[config.mk]
export PLATFORM = sky130hd
export DESIGN_NAME = huff_encoder
export DESIGN_NICKNAME = d
export VERILOG_FILES = /design/src/rtl/huff_encoder.sv
export SDC_FILE = /design/constraint.sdc
export NUM_CORES = 1
export LEC_CHECK = 0
export ABC_AREA = 1
export BUFFER_PORTS_ARGS = -buffer_cell sky130_fd_sc_hd__buf_2
export CELL_PAD_IN_SITES_DETAIL_PLACEMENT = 0
export CELL_PAD_IN_SITES_GLOBAL_PLACEMENT = 1
export CORE_MARGIN = 8
export CORE_UTILIZATION = 46
export CTS_BUF_LIST = sky130_fd_sc_hd__clkbuf_16
export DETAILED_ROUTE_END_ITERATION = 7
export GPL_ROUTABILITY_DRIVEN = 0
export PLACE_DENSITY = 0.89
export SLEW_MARGIN = 15
export SYNTH_ARGS = -nofsm -noshare
export SYNTH_HDL_FRONTEND = slang
export SYNTH_SLANG_ARGS = --single-unit
[constraint.sdc]
create_clock -name clk -period 3.4 [get_ports clk]
set_clock_uncertainty 0.05 [all_clocks]
set_input_delay 0.17 -clock clk [delete_from_list [all_inputs] [get_ports clk]]
set_output_delay 0.17 -clock clk [all_outputs]
set_load 0.01 [all_outputs]
[src/rtl/huff_encoder.sv]
// Three-symbol Huffman code generator: loads {freq, char} triples, builds the
// two-level code tree, then streams each character followed by its mask/value word.
module huff_encoder (
  input  logic        clk,
  input  logic        reset,
  input  logic [11:0] io_in,
  output logic [11:0] io_out
);

  // state     | meaning
  // ST_IDLE   | waiting for / capturing the three input entries
  // ST_SORT   | pick the heaviest leaf T and order the remaining pair X, Y
  // ST_MERGE  | X and Y become one internal node; root = {T, node}
  // ST_ENCODE | derive per-slot mask/value from the tree shape
  // ST_OUTPUT | stream char/code words for slots 0..2
  typedef enum logic [2:0] {
    ST_IDLE,
    ST_SORT,
    ST_MERGE,
    ST_ENCODE,
    ST_OUTPUT
  } state_t;

  state_t state, state_nx;

  logic       in_valid;
  logic [2:0] in_freq;
  logic [7:0] in_char;

  logic [1:0] load_cnt;
  logic [2:0] out_cnt;

  logic [2:0] slot_freq [3];
  logic [7:0] slot_char [3];

  // sort results
  logic [1:0] t_sel, x_sel, y_sel;
  logic [1:0] pair_lo, pair_hi;
  logic [2:0] t_freq;
  logic [1:0] t_idx, x_idx, y_idx;

  // tree after merge
  logic [1:0] root_leaf, node_left, node_right;

  logic [2:0] code_mask [3];
  logic [2:0] code_val  [3];

  logic [1:0]  out_slot;
  logic [11:0] out_word;

  assign in_valid = io_in[11];
  assign in_freq  = io_in[10:8];
  assign in_char  = io_in[7:0];

  always_ff @(posedge clk) begin
    if (reset) state <= ST_IDLE;
    else       state <= state_nx;
  end

  always_comb begin
    state_nx = state;
    case (state)
      ST_IDLE:   if (in_valid && (load_cnt == 2'd2)) state_nx = ST_SORT;
      ST_SORT:   state_nx = ST_MERGE;
      ST_MERGE:  state_nx = ST_ENCODE;
      ST_ENCODE: state_nx = ST_OUTPUT;
      ST_OUTPUT: if (out_cnt == 3'd5) state_nx = ST_IDLE;
      default:   state_nx = ST_IDLE;
    endcase
  end

  // Strict '>' keeps ties on the lower index for both T and X.
  always_comb begin
    t_sel  = 2'd0;
    t_freq = slot_freq[0];
    if (slot_freq[1] > t_freq) begin
      t_sel  = 2'd1;
      t_freq = slot_freq[1];
    end
    if (slot_freq[2] > t_freq) begin
      t_sel  = 2'd2;
      t_freq = slot_freq[2];
    end
    case (t_sel)
      2'd0:    begin pair_lo = 2'd1; pair_hi = 2'd2; end
      2'd1:    begin pair_lo = 2'd0; pair_hi = 2'd2; end
      default: begin pair_lo = 2'd0; pair_hi = 2'd1; end
    endcase
    if (slot_freq[pair_hi] > slot_freq[pair_lo]) begin
      x_sel = pair_hi;
      y_sel = pair_lo;
    end else begin
      x_sel = pair_lo;
      y_sel = pair_hi;
    end
  end

  always_ff @(posedge clk) begin
    if (reset) begin
      load_cnt <= 2'd0;
      for (int i = 0; i < 3; i++) begin
        slot_freq[i] <= 3'd0;
        slot_char[i] <= 8'd0;
      end
    end else if (state == ST_IDLE && in_valid) begin
      slot_freq[load_cnt] <= in_freq;
      slot_char[load_cnt] <= in_char;
      load_cnt            <= (load_cnt == 2'd2) ? 2'd0 : load_cnt + 2'd1;
    end
  end

  always_ff @(posedge clk) begin
    if (reset) begin
      t_idx      <= 2'd0;
      x_idx      <= 2'd0;
      y_idx      <= 2'd0;
      root_leaf  <= 2'd0;
      node_left  <= 2'd0;
      node_right <= 2'd0;
    end else begin
      if (state == ST_SORT) begin
        t_idx <= t_sel;
        x_idx <= x_sel;
        y_idx <= y_sel;
      end
      if (state == ST_MERGE) begin
        root_leaf  <= t_idx;
        node_left  <= x_idx;
        node_right <= y_idx;
      end
    end
  end

  // Root's leaf sits on branch '1'; inside the node X takes '1', Y takes '0'.
  always_ff @(posedge clk) begin
    if (reset) begin
      for (int i = 0; i < 3; i++) begin
        code_mask[i] <= 3'd0;
        code_val[i]  <= 3'd0;
      end
    end else if (state == ST_ENCODE) begin
      for (int i = 0; i < 3; i++) begin
        if (root_leaf == 2'(i)) begin
          code_mask[i] <= 3'b001;
          code_val[i]  <= 3'b001;
        end else if (node_left == 2'(i)) begin
          code_mask[i] <= 3'b011;
          code_val[i]  <= 3'b001;
        end else if (node_right == 2'(i)) begin
          code_mask[i] <= 3'b011;
          code_val[i]  <= 3'b000;
        end else begin
          code_mask[i] <= 3'b000;
          code_val[i]  <= 3'b000;
        end
      end
    end
  end

  assign out_slot = out_cnt[2:1];

  always_comb begin
    out_word = 12'd0;
    if (out_cnt[0])
      out_word = {3'b000, 1'b1, 2'b00, code_mask[out_slot], code_val[out_slot]};
    else
      out_word = {3'b000, 1'b1, slot_char[out_slot]};
  end

  always_ff @(posedge clk) begin
    if (reset) begin
      out_cnt <= 3'd0;
      io_out  <= 12'd0;
    end else begin
      if (state == ST_OUTPUT) begin
        io_out  <= out_word;
        out_cnt <= out_cnt + 3'd1;
      end else begin
        io_out  <= 12'd0;
        out_cnt <= 3'd0;
      end
    end
  end

endmodule

==> impl_metrics.json <==
{
  "numCtsBuffers": 9,
  "max_cap_viol_count": 0,
  "yosys_warnings": 0,
  "post_dp_cell_area_mm2": 0.00370,
  "grt_max_degree": 21,
  "grt_pass1_wl_mm": 12.4,
  "nets": 436,
  "wl_per_cell_um": 14.0,
  "dpl.hpwl_mm": 4.76,
  "ir_drop_uv": 294,
  "slew_viol_final": 0,
  "period_share": 0.954,
  "synth.cell_area_mm2": 0.00353,
  "seq_area_frac_synth": 0.589,
  "clk_latency_ns": 0.34,
  "grt_overflow": 0,
  "io_buffers": 22,
  "yosys-top-cells-count": "nor2_1, nand2_1, edfxtp_1",
  "htree_levels": 3,
  "ant_nets": 0,
  "multi_input_area_mm2": 0.00129,
  "num_vias": 2637,
  "num_rows": 32,
  "drt_pre_antenna_iters": 4,
  "dieArea_mm2": 0.0107,
  "final_util": 0.556,
  "worstMarginPinSlew_ns": 0.585,
  "yosysMostFrequentCell": "nor2_1",
  "antenna_cells": 0,
  "ys_types": 32,
  "fmax_mhz": 308,
  "die_w_um": 104,
  "core_mm2": 0.00757,
  "ff_latch_area_mm2": 0.00208,
  "rsz0062_at_grt": "false",
  "finalCriticalPeriod_ns": 3.24,
  "ios": 26,
  "antenna_found_initial": 0,
  "initial_core_util": 0.467,
  "clock-sinks": 79,
  "n_fill_cell": 662,
  "cp.arrival_ns": 3.41,
  "end_kind": "flop",
  "cts-root-buf": "clkbuf_16",
  "setup_tns_ns": 0,
  "hold_violations": 0,
  "synth_cells": 376,
  "leakage_nw": 1.79,
  "post_synth.cell_area_avg_um2": 9.40,
  "ys_async_sr_fraction": 0,
  "outcome": "finished, final reports clean",
  "critPathMaxFanout": 8,
  "syn2layout_area_growth_pct": 19.1,
  "final-setup-viol-count": 0,
  "hold_class": "in2reg",
  "dominantRegCellSynth": "edfxtp_1",
  "slew_headroom": 0.609,
  "clk_pin_slew_worst_paths_ns": 0.06,
  "synth-edff-count": 50,
  "stdcell_area_mm2": 0.00421,
  "grt_usage": 0.140,
  "netlist.area_leader.share": 0.425,
  "final_layout_size_suffix_gt1_frac": 0.178,
  "yosysTopAreaCell": "edfxtp_1",
  "drt_wl_total_mm": 7.25,
  "grt_pass1_vias": 2690,
  "cts.path.max_buffers": 2,
  "drc": 0,
  "start_kind": "flop",
  "crit_type": "reg2reg",
  "crit_required_ns": 3.57,
  "drtIter0Drc": 148,
  "synth.area.top_cells": "edfxtp_1, dfxtp_1, nor2_1",
  "routed_via_density": 5.09,
  "cts_tree": "yes",
  "yosys_register_bits": 79,
  "cellPowerDensity_mw_per_mm2": 588,
  "fp.dieH_um": 104
}
-- timing repair --
item | 4_1_cts | 5_1_grt
hold endpoints to repair | 8 | 0
gates resized for setup | 2 | 17
hold buffers | 8 | 0
pin swaps | 0 | 8
setup endpoints to repair | 1 | 4
setup buffers | 0 | 4
-- sequential cells by signal, indices dropped and copies added, names as in the netlist --
name and cells:
code_mask 6, code_val 3, io_out 9, load_cnt 2
node_left 2, node_right 2, out_cnt 3, root_leaf 2
slot_char 32, slot_freq 9, state 3, t_idx 2
x_idx 2, y_idx 2
-- critical path, cell delays in order (launching register included) --
cell      delay, ns
edfxtp_1       0.43
ha_1           0.33
nand2_1        0.06
o21ai_2        0.22
nand2_2        0.12
nand2_1        0.07
o21ai_1        0.07
ha_1           0.32
nand3_1        0.13
nand2_4        0.14
mux2_2         0.37
ha_4           0.27
nand2_1        0.06
nor2_2         0.10
nor2_2         0.04
nor2_2         0.13
a21oi_2        0.07
nand2_1        0.08
a21oi_2        0.05
-- placed cells by master, fill, tap and decap left out, types with 2 or more instances in the layout --
cell type / instances
a21oi_2: 5
nand2_2: 2
a21oi_1: 15
inv_1: 38
nor2_4: 2
clkinvlp_4: 2
buf_4: 6
bufinv_16: 2
clkbuf_16: 9
o21ai_1: 3
dlygate4sd3_1: 8
o2111ai_1: 2
conb_1: 3
o21ai_0: 37
ha_1: 9
o22ai_1: 3
buf_2: 22
nand2_4: 2
nor2_2: 4
nor2_1: 80
dfxtp_1: 29
inv_2: 4
nand2_1: 50
ha_4: 2
inv_6: 2
nand3_1: 9
nand3_2: 5
edfxtp_1: 50
-- worst paths after layout --
check                        from        to  slack [ns]  depth (start not counted)
setup / recovery  slot_freq[1][1]  x_idx[0]        0.16                         18
hold / removal              reset  x_idx[0]         0.1                          2
setup reg to reg  slot_freq[1][1]  x_idx[0]        0.16                         18
hold reg to reg          t_idx[0]  t_idx[0]        0.42                          2
-- metal layers --
metal,global-route usage,vias to the layer above,wire length [um]
li1,-,1317,-
met1,0.160,1256,3250
met2,0.236,50,3520
met3,0.0397,14,342
met4,0.0682,0,140
met5,0,-,0
-- per-stage QoR --
stage	worst slack [ns]	hold slack, ns	std cells	power (mW)
finish	0.158	0.0982	518	2.47
global route	0.00150	0.0988	518	2.58
CTS	0.0186	0.0921	514	2.42
detailed placement	0.0396	0.313	490	1.39
global placement	0.182	0.312	490	1.38
floorplan	0.374	0.219	378	1.32
-- area by class of cell --
| type | instances | area share |
|---|---|---|
| Clock inverter | 7 | 0.0229 |
| Sequential cell | 79 | 0.495 |
| Multi-Input combinational cell | 244 | 0.306 |
| Timing Repair Buffer | 36 | 0.0559 |
| Inverter | 41 | 0.0366 |
| Clock buffer | 9 | 0.0535 |
| Tap cell | 102 | 0.0303 |
-- report_power, final --
part           internal [mW]  switching [mW]  total [mW]
combinational          0.138           0.229       0.366
clock                  0.645           0.381        1.03
sequential              1.06          0.0176        1.08
-- cells by family after synthesis --
group,synth area share
buffers and inverters,0.0708
flip-flops,0.589
other,0.00106
multiplexers,0.00319
AO/OA/AOI/OAI,0.104
AND/OR/NAND/NOR,0.190
adder cells (fa/ha/maj),0.0390
XOR/XNOR,0.00248
(Power assumes the default switching activity.)
